File: config.mk
export PLATFORM = sky130hd
export DESIGN_NAME = panel_matrix_responder
export DESIGN_NICKNAME = d
export VERILOG_FILES = /design/src/rtl/panel_matrix_responder.sv
export SDC_FILE = /design/constraint.sdc
export NUM_CORES = 1
export LEC_CHECK = 0
export CORE_AREA = 2 2 273 140
export CTS_CLUSTER_SIZE = 16
export DETAILED_ROUTE_END_ITERATION = 6
export DIE_AREA = 0 0 275 142
export PLACE_DENSITY_LB_ADDON = 0.3
export SLEW_MARGIN = 10
export SYNTH_ARGS = -nofsm -noshare
export SYNTH_HDL_FRONTEND = slang
export SYNTH_SLANG_ARGS = --single-unit
File: constraint.sdc
create_clock -name clk -period 15.5 [get_ports clk]
set_clock_uncertainty 0.1 [all_clocks]
set_input_delay 3.1 -clock clk [delete_from_list [all_inputs] [get_ports clk]]
set_output_delay 3.1 -clock clk [all_outputs]
set_load 0.05 [all_outputs]
File: src/rtl/panel_matrix_responder.sv
// Panel-side end of the front-panel lamp/switch matrix: rebuilds the lamp frame and answers switch-row strobes.
// Optional feature macro: PANEL_DECAY_EN (lamps held lit until off in two consecutive committed frames).
module panel_matrix_responder #(
  parameter int SETTLE  = 4,
  parameter int TIMEOUT = 4000000,
  parameter int CNT_W   = 22
) (
  input  logic        clk,
  input  logic        rst,
  input  logic [7:0]  led_row,
  input  logic [2:0]  sw_row_n,
  input  logic [11:0] col_i,
  output logic [11:0] col_o,
  output logic [11:0] col_oe,
  input  logic [11:0] sr,
  input  logic [2:0]  dfsr,
  input  logic [2:0]  ifsr,
  input  logic [7:0]  keys,
  output logic [95:0] led_frame,
  output logic        frame_stb,
  output logic        frame_err,
  output logic        link_ok,
  output logic [1:0]  fsm_state
);

  localparam int SET_W = $clog2(SETTLE + 1);
  localparam logic [CNT_W-1:0] T_MAX = CNT_W'(TIMEOUT);

  localparam logic [1:0] ST_IDLE   = 2'd0;
  localparam logic [1:0] ST_STABLE = 2'd1;
  localparam logic [1:0] ST_HOLD   = 2'd2;

  logic [7:0]  led_row_m, led_row_s;
  logic [2:0]  sw_row_n_m, sw_row_n_s;
  logic [11:0] col_i_m, col_i_s;
  logic [11:0] sr_m, sr_s;
  logic [2:0]  dfsr_m, dfsr_s;
  logic [2:0]  ifsr_m, ifsr_s;
  logic [7:0]  keys_m, keys_s;

  logic [1:0]       state;
  logic [7:0]       row_q;
  logic [2:0]       row_idx;
  logic [SET_W-1:0] cnt;
  logic [95:0]      row_buf;
  logic [95:0]      next_buf;
  logic [6:0]       row_seen;
  logic [CNT_W-1:0] tcnt;
  logic             conflict_q;

  logic [2:0]  led_idx;
  logic        led_onehot;
  logic        led_bad;
  logic [2:0]  sw_low;
  logic        sw_one;
  logic        sw_multi;
  logic        strobe_clash;
  logic        conflict;
  logic        conflict_rise;
  logic        capture;
  logic        last_row;
  logic        commit;
  logic        discard;
  logic        drive;
  logic [11:0] sw_pat;

  assign col_o     = '0;
  assign fsm_state = state;

  // Synchronisers; the switch strobes rest at their idle (all high) value.
  always_ff @(posedge clk or posedge rst) begin
    if (rst) begin
      led_row_m  <= '0;
      led_row_s  <= '0;
      sw_row_n_m <= '1;
      sw_row_n_s <= '1;
      col_i_m    <= '0;
      col_i_s    <= '0;
      sr_m       <= '0;
      sr_s       <= '0;
      dfsr_m     <= '0;
      dfsr_s     <= '0;
      ifsr_m     <= '0;
      ifsr_s     <= '0;
      keys_m     <= '0;
      keys_s     <= '0;
    end else begin
      led_row_m  <= led_row;
      led_row_s  <= led_row_m;
      sw_row_n_m <= sw_row_n;
      sw_row_n_s <= sw_row_n_m;
      col_i_m    <= col_i;
      col_i_s    <= col_i_m;
      sr_m       <= sr;
      sr_s       <= sr_m;
      dfsr_m     <= dfsr;
      dfsr_s     <= dfsr_m;
      ifsr_m     <= ifsr;
      ifsr_s     <= ifsr_m;
      keys_m     <= keys;
      keys_s     <= keys_m;
    end
  end

  always_comb begin
    led_idx = '0;
    for (int i = 0; i < 8; i++) begin
      if (led_row_s[i]) led_idx = 3'(i);
    end
  end

  assign led_onehot    = (led_row_s != 8'd0) && ((led_row_s & (led_row_s - 8'd1)) == 8'd0);
  assign led_bad       = (led_row_s != 8'd0) && !led_onehot;
  assign sw_low        = ~sw_row_n_s;
  assign sw_one        = (sw_low != 3'd0) && ((sw_low & (sw_low - 3'd1)) == 3'd0);
  assign sw_multi      = (sw_low != 3'd0) && !sw_one;
  assign strobe_clash  = (led_row_s != 8'd0) && (sw_low != 3'd0);
  assign conflict      = led_bad || sw_multi || strobe_clash;
  assign conflict_rise = conflict && !conflict_q;

  // A capture needs a clean strobe, so commit/discard never coincide with a conflict pulse.
  assign capture  = (state == ST_STABLE) && !conflict && (led_row_s == row_q) &&
                    (cnt == SET_W'(SETTLE));
  assign last_row = (row_idx == 3'd7);
  assign commit   = capture && last_row && (&row_seen);
  assign discard  = capture && last_row && !(&row_seen);

  always_comb begin
    next_buf = row_buf;
    next_buf[12*row_idx +: 12] = ~col_i_s;
  end

  always_ff @(posedge clk or posedge rst) begin
    if (rst) begin
      state   <= ST_IDLE;
      row_q   <= '0;
      row_idx <= '0;
      cnt     <= '0;
    end else begin
      case (state)
        ST_IDLE: begin
          if (led_onehot && (sw_row_n_s == 3'b111)) begin
            state   <= ST_STABLE;
            row_q   <= led_row_s;
            row_idx <= led_idx;
            cnt     <= SET_W'(1);
          end
        end
        ST_STABLE: begin
          if (conflict || (led_row_s != row_q)) state <= ST_IDLE;
          else if (cnt == SET_W'(SETTLE))      state <= ST_HOLD;
          else                                   cnt   <= cnt + 1'b1;
        end
        ST_HOLD: begin
          if (conflict || (led_row_s != row_q)) state <= ST_IDLE;
        end
        default: state <= ST_IDLE;
      endcase
    end
  end

  always_ff @(posedge clk or posedge rst) begin
    if (rst) begin
      row_buf  <= '0;
      row_seen <= '0;
    end else if (capture) begin
      row_buf <= next_buf;
      if (last_row) begin
        row_seen <= '0;
      end else begin
        for (int i = 0; i < 7; i++) begin
          if (row_idx == 3'(i)) row_seen[i] <= 1'b1;
        end
      end
    end
  end

`ifdef PANEL_DECAY_EN
  // off_once marks a lit lamp that has read off in exactly one committed frame.
  logic [95:0] off_once;
  logic [95:0] off_next;

  assign off_next = ~next_buf & led_frame & ~off_once;

  always_ff @(posedge clk or posedge rst) begin
    if (rst) begin
      led_frame <= '0;
      off_once  <= '0;
    end else if (commit) begin
      led_frame <= next_buf | off_next;
      off_once  <= off_next;
    end
  end
`else
  always_ff @(posedge clk or posedge rst) begin
    if (rst) begin
      led_frame <= '0;
    end else if (commit) begin
      led_frame <= next_buf;
    end
  end
`endif

  always_ff @(posedge clk or posedge rst) begin
    if (rst) begin
      frame_stb  <= 1'b0;
      frame_err  <= 1'b0;
      conflict_q <= 1'b0;
    end else begin
      frame_stb  <= commit;
      frame_err  <= discard || conflict_rise;
      conflict_q <= conflict;
    end
  end

  assign drive = sw_one && (led_row_s == 8'd0);

  always_comb begin
    case (sw_row_n_s)
      3'b110:  sw_pat = sr_s;
      3'b101:  sw_pat = {dfsr_s, ifsr_s, 6'b0};
      3'b011:  sw_pat = {keys_s, 4'b0};
      default: sw_pat = '0;
    endcase
  end

  always_ff @(posedge clk or posedge rst) begin
    if (rst) begin
      col_oe <= '0;
    end else begin
      col_oe <= drive ? sw_pat : 12'd0;
    end
  end

  always_ff @(posedge clk or posedge rst) begin
    if (rst) begin
      tcnt    <= '0;
      link_ok <= 1'b0;
    end else if (commit) begin
      tcnt    <= '0;
      link_ok <= 1'b1;
    end else if (tcnt != T_MAX) begin
      tcnt <= tcnt + 1'b1;
    end else begin
      link_ok <= 1'b0;
    end
  end

endmodule

### Yosys cells after proc, flatten, opt, wreduce, memory -nomap -nowiden

Index checks and enable logic that the tools add are counted.

| word-level totals | value |
|---|---|
| bits in registers | 351 |
| logic and storage cells | 149 |

| operators by class | value |
|---|---|
| reduce and logical (&&, ||, !) cells | 50 |
| add/sub/neg operators | 5 |
| shifts and indexed selects | 2 |
| multiply operators | 1 |
| equality and inequality tests | 23 |
| bitwise operators | 4 |
| muxes and demuxes | 31 |

Operator list:

| cell | number |
|---|---|
| $bwmux W96 | 1 |
| $shift A12 B34 Y96 const A | 1 |
| $shiftx A12 B34 Y96 | 1 |
| $mux W22 | 2 |
| $pmux W12 S3 | 1 |
| $neg A7 Y34 | 1 |
| $mux W3 | 9 |
| $eq A3 B3 Y1 const B | 8 |
| $add A22 B1 Y22 const B | 1 |
| $ne A22 B22 Y1 const B | 1 |
| $reduce_bool A2 Y1 | 9 |
| $logic_not A8 Y1 | 2 |
| $reduce_and A2 Y1 | 8 |
| $logic_and A1 B1 Y1 | 14 |
| $mux W12 | 1 |
| $not A12 Y12 | 1 |
| $mux W1 | 10 |
| $ne A2 B2 Y1 const B | 5 |
| $eq A3 B2 Y1 const B | 3 |
| $and A8 B8 Y8 | 1 |
| $eq A8 B8 Y1 | 1 |
| $mux W2 | 4 |
| $ne A8 B8 Y1 | 1 |
| $reduce_bool A8 Y1 | 1 |
| other kinds (21) | 29 |

### Depth between registers and ports, before layout

Gate-level depths: netlist (run 1).

| logic depth | value |
|---|---|
| depth in word-level cells | 16 |
| mapped depth | 15 |
| gate-level depth less buffers | 11 |

### Worst setup path before layout (run 1)

Ideal clock, no wire load.

| timing path | value |
|---|---|
| path type | flip-flop to flip-flop |
| start | reg row_idx[0] |
| end | reg row_buf[72] |
| cell stages (with the launch flop) | 15 |
| data arrival time | 3998 ps |
| period minus slack after synthesis | 4223 ps |
| setup slack | 11277 ps |
| required time | 15275 ps |
| buffers on the path | 3 |
| setup time | 125 ps |
| cells stage by stage | dfrtp_1 ha_1 clkbuf_1 inv_1 fa_1 xnor2_1 buf_2 nor3_1 ha_1 or4b_2 mux2i_1 o311a_1 clkbuf_1 and4_1 mux2_2 |

| on the way | value |
|---|---|
| longest elaborated chain between the ends | 4 |

Ends and longest elaborated chain:

| what | line | RTL |
|---|---|---|
| from (decl) | 43 | `logic [2:0] row_idx;` |
| from (signal assigned) | 145 | `row_idx <= led_idx;` |
| $mul A2 B3 Y5 * | 130 | `next_buf[12*row_idx +: 12] = ~col_i_s;` |
| $neg A7 Y34 * | 130 |  |
| $shiftx A12 B34 Y96 / $shift A12 B34 Y96 (equally long branches) | 130 |  |
| $bwmux W96 * | 130 |  |
| to (signal assigned) | 167 | `row_buf <= next_buf;` |
| to (decl) | 45 | `logic [95:0] row_buf;` |

Every way passes the cells marked *; elsewhere a longest branch is shown, timed or not.
A chain may end at the register's enable or synchronous reset.

### Worst setup path after layout (run 1)

| timing path | value |
|---|---|
| start | reg row_idx[0] |
| end | reg row_buf[28] |

Same word-level chain as after synthesis.

==> reports/summary.txt, run 1 <==
Outcome = complete, no violations
GRT overflow = 0
Filler cell count in the final layout = 3127
Final period util = 37.02%
Drt pass-1 iters = 7
Post-route antenna net violation count = 0
Hold EP = led_row_s[3]
Avg Inst Size Synth = 11.44 µm²
I/O pin cnt = 176
CTS clk-pin slew, worst paths = 0.06 ns
Iteration-0 DRC count of the detailed router = 1472
Max-slew headroom = 21.67%
Global-route wire length before repair = 70.10 mm
Cell area after synthesis = 16400 µm²
Post-CTS Setup Bufs = 0
Storage element area = 8791 µm²
Hold_sp = led_row_m[3]
Skew-Pair Late Insertion Delay = 0.53 ns
Cts repair resizes = 0
Largest net degree at the start of global routing = 140
CTS root buffer = clkbuf_16
Core area = 36790 µm²
Yosys Warn Count = 0
Slowest stage delay, CP = 1.01 ns
Final TNS setup = 0 ns
Main flop type after synthesis = dfrtp_1
Crit-path cells = buf_4 > ha_1 > inv_1 > fa_1 > inv_1 > nor3_1 > ha_1 > nand2b_1 > nor3_1 > nand4_1 > mux2_2
Endpoint class of the critical path = flop
Pwr Total = 2.123 mW
Crit path DAT = 6.05 ns
Synth Register Bits = 351
Multi-input logic area = 7023 µm²
Crit path kind = flop to flop
CP delay by family, top = simple AND/OR/NAND/NOR gates
Crit path max fanout = 46
Final Setup Violations = 0
Gpl congestion = 0.9091
Path type of the worst min-delay path = flop to flop
Critical R2R Launch = row_idx[0]
Sequential fraction of the synthesis area = 53.61%
CP max-delay cell = nor3_1
Initial Util = 44.58%
Worst r2r dst = row_buf[28]
Drt via density = 5.959
Die height = 142 µm
Clock sink count = 351
Max-slew violation count = 0
Max VDD drop = 0.05606 mV
Post-route DRC = 0
Reg2reg setup slack = 9.76 ns
Least-Margin Pin Slew = 1.175 ns
Routed wire length per instance = 21.55 µm
CTS Buffer Depth = 3
WHS Path Cells = 0
Pwr/cell area = 108.3 nW/µm²
Post-synthesis async set-or-reset flop share = 100.0%
Full die area = 39050 µm²
Diodes inserted = 0
DR vias = 12330
CTS tree = yes
CP required = 15.81 ns
Max-cap violations = 0
GRT Resource Usage Total = 22.91%
CTS Buf Count = 34
Initial antenna violation count = 0
HPWL after DPL = 30.29 mm
Syn-to-layout area delta = 19.50%
Distinct cells, synth = 82
Buffers added on ports = 163
Vias in the first global route = 11980
RSZ-0062 raised after global routing = false
Fin crit period = 5.738 ns
Path depth of the worst reg2reg path = 11
P_leak = 8.188 nW
Total Wirelength = 44.58 mm
Syn Inst Count = 1433
Buf+Inv Stages, Crit Path = 3
Final hold violations = 0
Post-synth EDFFs = 0
Die span in x = 275 µm
Final nets = 1616
Peak Freq = 174.3 MHz
Layout cells sized above 1 = 16.13%
Cts hold-fix bufs = 0
Startpoint types = flop
Site Rows = 50
H-Tree Depth = 2
sequential cells by signal, summed over array words and instances (netlist names), 3 cells and up:
signal	count
dfsr_s	3
keys_m	8
row_q	8
ifsr_m	3
row_idx	3
cnt	3
sw_row_n_s	3
sr_m	12
tcnt	22
col_oe	12
ifsr_s	3
led_frame	96
keys_s	8
led_row_s	8
led_row_m	8
dfsr_m	3
col_i_m	12
sw_row_n_m	3
row_seen	7
sr_s	12
col_i_s	12
row_buf	96
cell families (layout without fill, tap and decap cells):
group,count (synthesis),after routing,share of synthesized area (%)
and+or+nand+nor,343,343,12.51
xor gates and xnor gates,37,37,2.152
other,1,12,0.02287
AOI/OAI and AO/OA,360,360,15.00
buffers and inverters,154,285,4.074
DFF,351,351,53.61
adders and majority gates,15,15,1.175
muxes,172,172,11.45
cells in the final DEF (no fill, tap or decap), drive strengths merged, types with 7 or more instances in the layout:
cell,count
nand4,34
o21ai,68
clkbuf,47
ha,13
nand2b,8
nand2,51
mux2i,59
nor3,29
clkdlybuf4s50,163
clkinv,9
a22oi,8
a41oi,7
and2,12
xor2,10
mux2,113
nand3,52
buf,22
nor4,22
nor2b,8
nand3b,11
a221o,8
dfrtp,345
o221a,16
a31oi,90
xnor2,26
and4,10
a22o,10
inv,40
conb,12
or3,14
o31ai,23
a21oi,76
o22a,10
nor2,65
o22ai,13
metrics by stage:
| step | setup slack [ns] | instance area, µm² | cells | hold WS, ns | utilization [%] |
|---|---|---|---|---|---|
| after global routing | 9.441 | 19600 | 2069 | 0.2531 | 53.27 |
| final | 9.762 | 19600 | 2069 | 0.2462 | 53.27 |
| after CTS | 9.776 | 19600 | 2069 | 0.2482 | 53.27 |
| after floorplan | 2.575 | 16440 | 1444 | 0.2312 | - |
| after global placement | 9.256 | 18390 | 2009 | 0.2330 | 49.98 |
| after detailed placement | 9.225 | 18390 | 2009 | 0.2347 | 49.98 |
worst max path at each step:
stage / startpoint / end / depth (start not counted)
floorplan: rst / cnt[0] / 1
global placement: rst / ifsr_m[1] / 4
detailed placement: rst / keys_m[3] / 4
CTS: rst / keys_s[3] / 4
global route: rst / ifsr_m[1] / 4
finish: row_idx[0] / row_buf[28] / 11
report_power, final:
part	switching (mW)	leakage [nW]	internal (mW)
sequential	0.0124	4.65	0.931
combinational	0.202	2.94	0.0836
clock	0.359	0.602	0.535
area by class of cell:
class | instances | share of cell area, %
flip-flops and latches | 351 | 44.86
multi-input cells | 939 | 35.84
repair buffers | 185 | 9.169
clock buffers | 47 | 5.274
well taps | 494 | 3.154
clock inverters | 13 | 0.9003
inverters | 40 | 0.8045
layer usage:
metal | part of all wire, % | vias up | global-route usage, %
li1 | - | 5527 | -
met1 | 49 | 6259 | 36.73
met2 | 42 | 497 | 31.33
met3 | 8.1 | 47 | 5.314
met4 | 1.1 | 0 | 4.125
met5 | 0 | - | 0
synthesized netlist by cell type, types with 4 or more instances:
master / number / area (µm²)
ha_1: 13 / 162.7
and2_1: 11 / 68.82
o21bai_1: 4 / 30.03
mux2_4: 4 / 60.06
o22ai_1: 13 / 81.33
a41oi_1: 6 / 52.55
nor3_1: 27 / 135.1
xnor2_1: 25 / 219.0
nor3b_1: 5 / 37.54
nor4_4: 10 / 212.7
buf_1: 18 / 67.56
clkbuf_1: 57 / 214.0
a22oi_1: 8 / 60.06
a31oi_1: 90 / 563.0
dfstp_2: 6 / 157.7
inv_1: 39 / 146.4
xor2_1: 9 / 78.83
nor4_1: 7 / 43.79
a221o_1: 8 / 80.08
nor2b_1: 8 / 50.05
buf_4: 14 / 105.1
nand2b_1: 8 / 50.05
nand4_1: 34 / 212.7
mux2_2: 109 / 1227
a2111oi_4: 4 / 110.1
o31ai_1: 23 / 172.7
dfrtp_1: 345 / 8633
a22o_1: 10 / 87.58
o22a_1: 10 / 87.58
nor4_2: 5 / 62.56
mux2i_1: 59 / 590.6
o221a_2: 16 / 180.2
and4_1: 10 / 87.58
nand3b_1: 11 / 82.58
a21oi_1: 75 / 375.4
o21ai_0: 65 / 325.3
nand3_1: 52 / 260.3
nand2_1: 51 / 191.4
buf_2: 23 / 115.1
and3_1: 6 / 37.54
nor2_1: 65 / 244.0
or3_1: 14 / 87.58
(Power assumes the default switching activity.)
==> run 2: changes to the inputs <==
clock period = 5.3 ns   (was 15.5 ns; I/O delays follow)
==> run 2 against run 1 <==
Via count rose by 1.1%. Highest routed layer unchanged. Setup slack got worse by 9.3 ns. Critical endpoint is now row_buf[39]. Critical path type unchanged. Power grew to 2.9 times the previous value.
==> reports/summary.txt, run 2 (synthesis gave the netlist of run 1 again) <==
Layout cells sized above 1 = 16.29%
GRT overflow = 0
Drt pass-1 iters = 7
Die height = 142 µm
Outcome = complete, no violations
Largest net degree at the start of global routing = 106
Total Wirelength = 44.83 mm
Final instance area = 19620 µm²
Sequential power share = 45.3%
Iteration-0 DRC count of the detailed router = 1644
Place WS = 0.6129 ns
Pwr Total = 6.095 mW
Syn-to-layout area delta = 19.65%
Sw frac = 27.48%
Combinational group share of total power = 13.8%
Filler cell count in the final layout = 3133
CTS Buf Count = 34
Path depth of the worst reg2reg path = 12
Most frequent cells in the layout = 345 x dfrtp_1, 163 x clkdlybuf4s50_1, 109 x mux2_2, 90 x a31oi_1, 75 x a21oi_1
CP max-delay cell = fa_1
Final Setup Violations = 0
Endpoint class of the critical path = flop
CP delay by family, top = adder cells
Area after DPL = 18480 µm²
Fin cells = 2078
Final period util = 90.83%
Core area = 36790 µm²
Crit. Startpoint = row_idx[1]
Post-route DRC = 0
Max VDD drop = 0.1878 mV
CTS Buffer Depth = 3
Max-slew headroom = 20.82%
Path type of the worst min-delay path = flop to flop
Crit path max fanout = 14
Dpl cells = 2017
Skew-Pair Late Insertion Delay = 0.53 ns
Max-cap violations = 0
Post-CTS Setup Bufs = 0
Hold_sp = led_row_m[5]
Crit path kind = flop to flop
H-Tree Depth = 2
Least-Margin Pin Slew = 1.172 ns
Worst r2r dst = row_buf[39]
Final hold violations = 0
Hold_ws = 0.2293 ns
I/O pin cnt = 176
Reg2reg setup slack = 0.49 ns
Startpoint types = flop
Hold EP = led_row_s[5]
CTS clk-pin slew, worst paths = 0.07 ns
Commonest non-fill, non-tap cell in the layout = dfrtp_1
Pwr/cell area = 310.6 nW/µm²
Crit path DAT = 5.13 ns
Layout Utilization = 53.34%
Global-route wire length before repair = 71.27 mm
CP required = 5.61 ns
Internal power = 4.420 mW
Routed wire length per instance = 21.57 µm
CTS root buffer = clkbuf_16
Clock sink count = 351
Critical R2R Launch = row_idx[1]
RSZ-0062 raised after global routing = false
Crit-path cells = ha_1 > inv_1 > fa_1 > inv_1 > nor3_1 > ha_1 > buf_4 > nand2b_1 > nor2_1 > nand3_1 > a2111oi_4 > mux2_2
Initial antenna violation count = 0
Buf+Inv Stages, Crit Path = 3
GRT Resource Usage Total = 23.33%
Peak Freq = 207.7 MHz
P_leak = 8.185 nW
Full die area = 39050 µm²
Post-route antenna net violation count = 0
Diodes inserted = 0
Initial Util = 44.58%
HPWL after DPL = 30.95 mm
Fin crit period = 4.814 ns
Buffers added on ports = 163
Die span in x = 275 µm
Clk network pwr share = 40.9%
Final nets = 1624
Drt via density = 5.997
DR vias = 12460
Final TNS setup = 0 ns
Site Rows = 50
Slowest stage delay, CP = 0.75 ns
Cts hold-fix bufs = 0
Final WS setup = 0.4859 ns
Max-slew violation count = 0
Cts repair resizes = 0
Vias in the first global route = 12190
Gpl congestion = 0.9710
WHS Path Cells = 0
Switch Pwr = 1.675 mW
Regs by FF count = led_frame: 96 flops, row_buf: 96 flops, tcnt: 22 flops
CTS tree = yes
==> run 2: power groups by stage <==
stage	combinational, mW	clock [mW]	sequential [mW]
after floorplan	0.585	0	2.79
after global placement	0.799	0	2.81
after detailed placement	0.815	0	2.81
after CTS	0.820	2.55	2.76
after global routing	0.901	2.68	2.76
final	0.842	2.49	2.76
==> run 2: worst max-delay path by stage <==
stage	end	slack, ns	cells after the start
after global placement	row_buf[89]	0.79	11
after detailed placement	row_buf[90]	0.61	11
after CTS	row_buf[88]	0.58	11
after floorplan	cnt[0]	-0.56	1
after global routing	row_buf[39]	0.13	12
final	row_buf[39]	0.49	12
==> run 2: layer usage <==
layer	track usage, %	wire length (µm)	vias to the layer above
li1	-	-	5565
met1	37.14	21630	6302
met4	4.580	601	0
met2	31.55	18570	528
met3	6.022	4026	67
met5	0	0	-
==> run 2: final cells by class <==
| cell class | instances | area (µm²) | area share [%] |
|---|---|---|---|
| Multi-Input combinational cell | 939 | 7023 | 35.79 |
| Clock inverter | 9 | 110.1 | 0.5612 |
| Timing Repair Buffer | 193 | 1894 | 9.655 |
| Sequential cell | 351 | 8791 | 44.81 |
| Clock buffer | 52 | 1030 | 5.248 |
| Inverter | 40 | 153.9 | 0.7844 |
| Tap cell | 494 | 618.1 | 3.150 |
==> run 2: worst register-to-register path: stages (launching register included) <==
cell and delay, ns:
dfrtp_1 0.42, ha_1 0.32, inv_1 0.19, fa_1 0.75, inv_1 0.20, nor3_1 0.22, ha_1 0.39, buf_4 0.25
nand2b_1 0.22, nor2_1 0.35, nand3_1 0.37, a2111oi_4 0.54, mux2_2 0.39
==> run 3: changes to the inputs <==
PLACE_DENSITY = 0.7   (was unset)
PLACE_DENSITY_LB_ADDON = unset   (was 0.3)
==> run 3 against run 2 <==
Cell area is essentially flat. Clock-buffer cell count shrank 8. Power up 0.27%. Setup slack improved by 0.013 ns. Largest power group unchanged. Highest routed layer unchanged. Via count rose by 0.11%. Register-to-register slack is essentially flat. Sequential power about the same. Sequential share of layout area about the same.
==> reports/summary.txt, run 3 (synthesis gave the netlist of run 1 again) <==
Pwr/cell area = 311.4 nW/µm²
Final nets = 1625
P_leak = 8.198 nW
Core area = 36790 µm²
Path depth of the worst reg2reg path = 12
Layout Utilization = 53.34%
HPWL after DPL = 31.43 mm
Routed wire length per instance = 21.66 µm
Final TNS setup = 0 ns
Regs by FF count = led_frame: 96 flops, row_buf: 96 flops, tcnt: 22 flops
Cts repair resizes = 0
CTS Buffer Depth = 3
DR vias = 12480
Endpoint class of the critical path = flop
Die span in x = 275 µm
CTS clk-pin slew, worst paths = 0.06 ns
Max-cap violations = 0
Max-slew headroom = 17.75%
Most frequent cells in the layout = 345 x dfrtp_1, 163 x clkdlybuf4s50_1, 109 x mux2_2, 90 x a31oi_1, 75 x a21oi_1
Final hold violations = 0
Iteration-0 DRC count of the detailed router = 1491
Buffers added on ports = 163
RSZ-0062 raised after global routing = false
CTS Buf Count = 35
Vias in the first global route = 12130
Clock sink count = 351
Site Rows = 50
Commonest non-fill, non-tap cell in the layout = dfrtp_1
Critical R2R Launch = row_idx[1]
Sequential power share = 45.2%
GRT overflow = 0
Layout cells sized above 1 = 16.47%
CP required = 5.61 ns
Reg2reg setup slack = 0.50 ns
Sw frac = 27.71%
Initial Util = 44.58%
Skew-Pair Late Insertion Delay = 0.53 ns
Largest net degree at the start of global routing = 113
Internal power = 4.417 mW
WHS Path Cells = 0
Final instance area = 19620 µm²
Final Setup Violations = 0
Die height = 142 µm
Post-CTS Setup Bufs = 0
GRT Resource Usage Total = 23.27%
Syn-to-layout area delta = 19.66%
Gpl congestion = 0.9547
Switch Pwr = 1.694 mW
Drt via density = 6.001
Peak Freq = 208.3 MHz
Initial antenna violation count = 0
Final period util = 90.58%
Outcome = complete, no violations
Diodes inserted = 0
Worst r2r dst = row_buf[72]
CTS tree = yes
Post-route antenna net violation count = 0
Startpoint types = flop
Crit path DAT = 5.11 ns
Global-route wire length before repair = 70.92 mm
Path type of the worst min-delay path = flop to flop
Filler cell count in the final layout = 3100
Area after DPL = 18480 µm²
Full die area = 39050 µm²
Crit path kind = flop to flop
Hold EP = sr_s[10]
Cts hold-fix bufs = 0
Combinational group share of total power = 13.7%
Clk network pwr share = 41.1%
Fin crit period = 4.801 ns
I/O pin cnt = 176
H-Tree Depth = 2
Least-Margin Pin Slew = 1.230 ns
Drt pass-1 iters = 6
CTS root buffer = clkbuf_16
Crit path max fanout = 23
Max-slew violation count = 0
Hold_sp = sr_m[10]
Post-route DRC = 0
Max VDD drop = 0.1758 mV
Total Wirelength = 45.03 mm
run 3: power by group through the flow:
| stage | clock [mW] | sequential, mW | combinational (mW) |
|---|---|---|---|
| 2_1_floorplan | 0 | 2.79 | 0.585 |
| 3_3_place_gp | 0 | 2.81 | 0.797 |
| 3_5_place_dp | 0 | 2.81 | 0.811 |
| 4_1_cts | 2.56 | 2.76 | 0.814 |
| 5_1_grt | 2.68 | 2.76 | 0.901 |
| 6_report | 2.51 | 2.76 | 0.840 |
run 3: stage by stage:
stage / worst slack [ns] / cells / hold WS [ns] / power [mW]
3_3_place_gp: 0.8805 / 2017 / 0.2330 / 3.603
5_1_grt: 0.2895 / 2079 / 0.2533 / 6.348
2_1_floorplan: -0.5555 / 1444 / 0.2312 / 3.377
4_1_cts: 0.6557 / 2079 / 0.2471 / 6.134
3_5_place_dp: 0.6505 / 2017 / 0.2347 / 3.619
6_report: 0.4992 / 2079 / 0.2460 / 6.111
run 3: layout make-up:
type                    instances  area (µm²)  area share [%]
flip-flops and latches        351        8791           44.80
multi-input cells             939        7023           35.79
repair buffers                193        1894           9.654
clock buffers                  44       962.2           4.903
well taps                     494       618.1           3.150
clock inverters                18       180.2          0.9182
inverters                      40       153.9          0.7843
run 3: worst max-delay path by stage:
stage	slack, ns	end	depth (start not counted)	from
detailed placement	0.65	row_buf[29]	11	row_idx[1]
finish	0.50	row_buf[72]	12	row_idx[1]
global placement	0.88	row_buf[75]	12	row_idx[1]
CTS	0.66	row_buf[72]	12	row_idx[1]
global route	0.29	row_buf[5]	12	row_idx[1]
floorplan	-0.56	cnt[0]	1	rst
run 3: per-layer routing:
layer	part of all wire [%]	up-vias	global-route usage (%)
met5	0	-	0
met4	1.2	0	4.239
met3	10	52	7.540
met2	42	539	32.37
met1	46	6332	35.46
li1	-	5553	-
run 3: critical path, stage by stage (launching register included):
cell and delay [ns]:
dfrtp_1 0.42, ha_1 0.34, inv_1 0.20, fa_1 0.80
inv_1 0.20, nor3_1 0.23, ha_1 0.17, buf_4 0.25
or4b_2 0.60, mux2i_1 0.17, o311a_1 0.46, and4_1 0.38
mux2_2 0.36
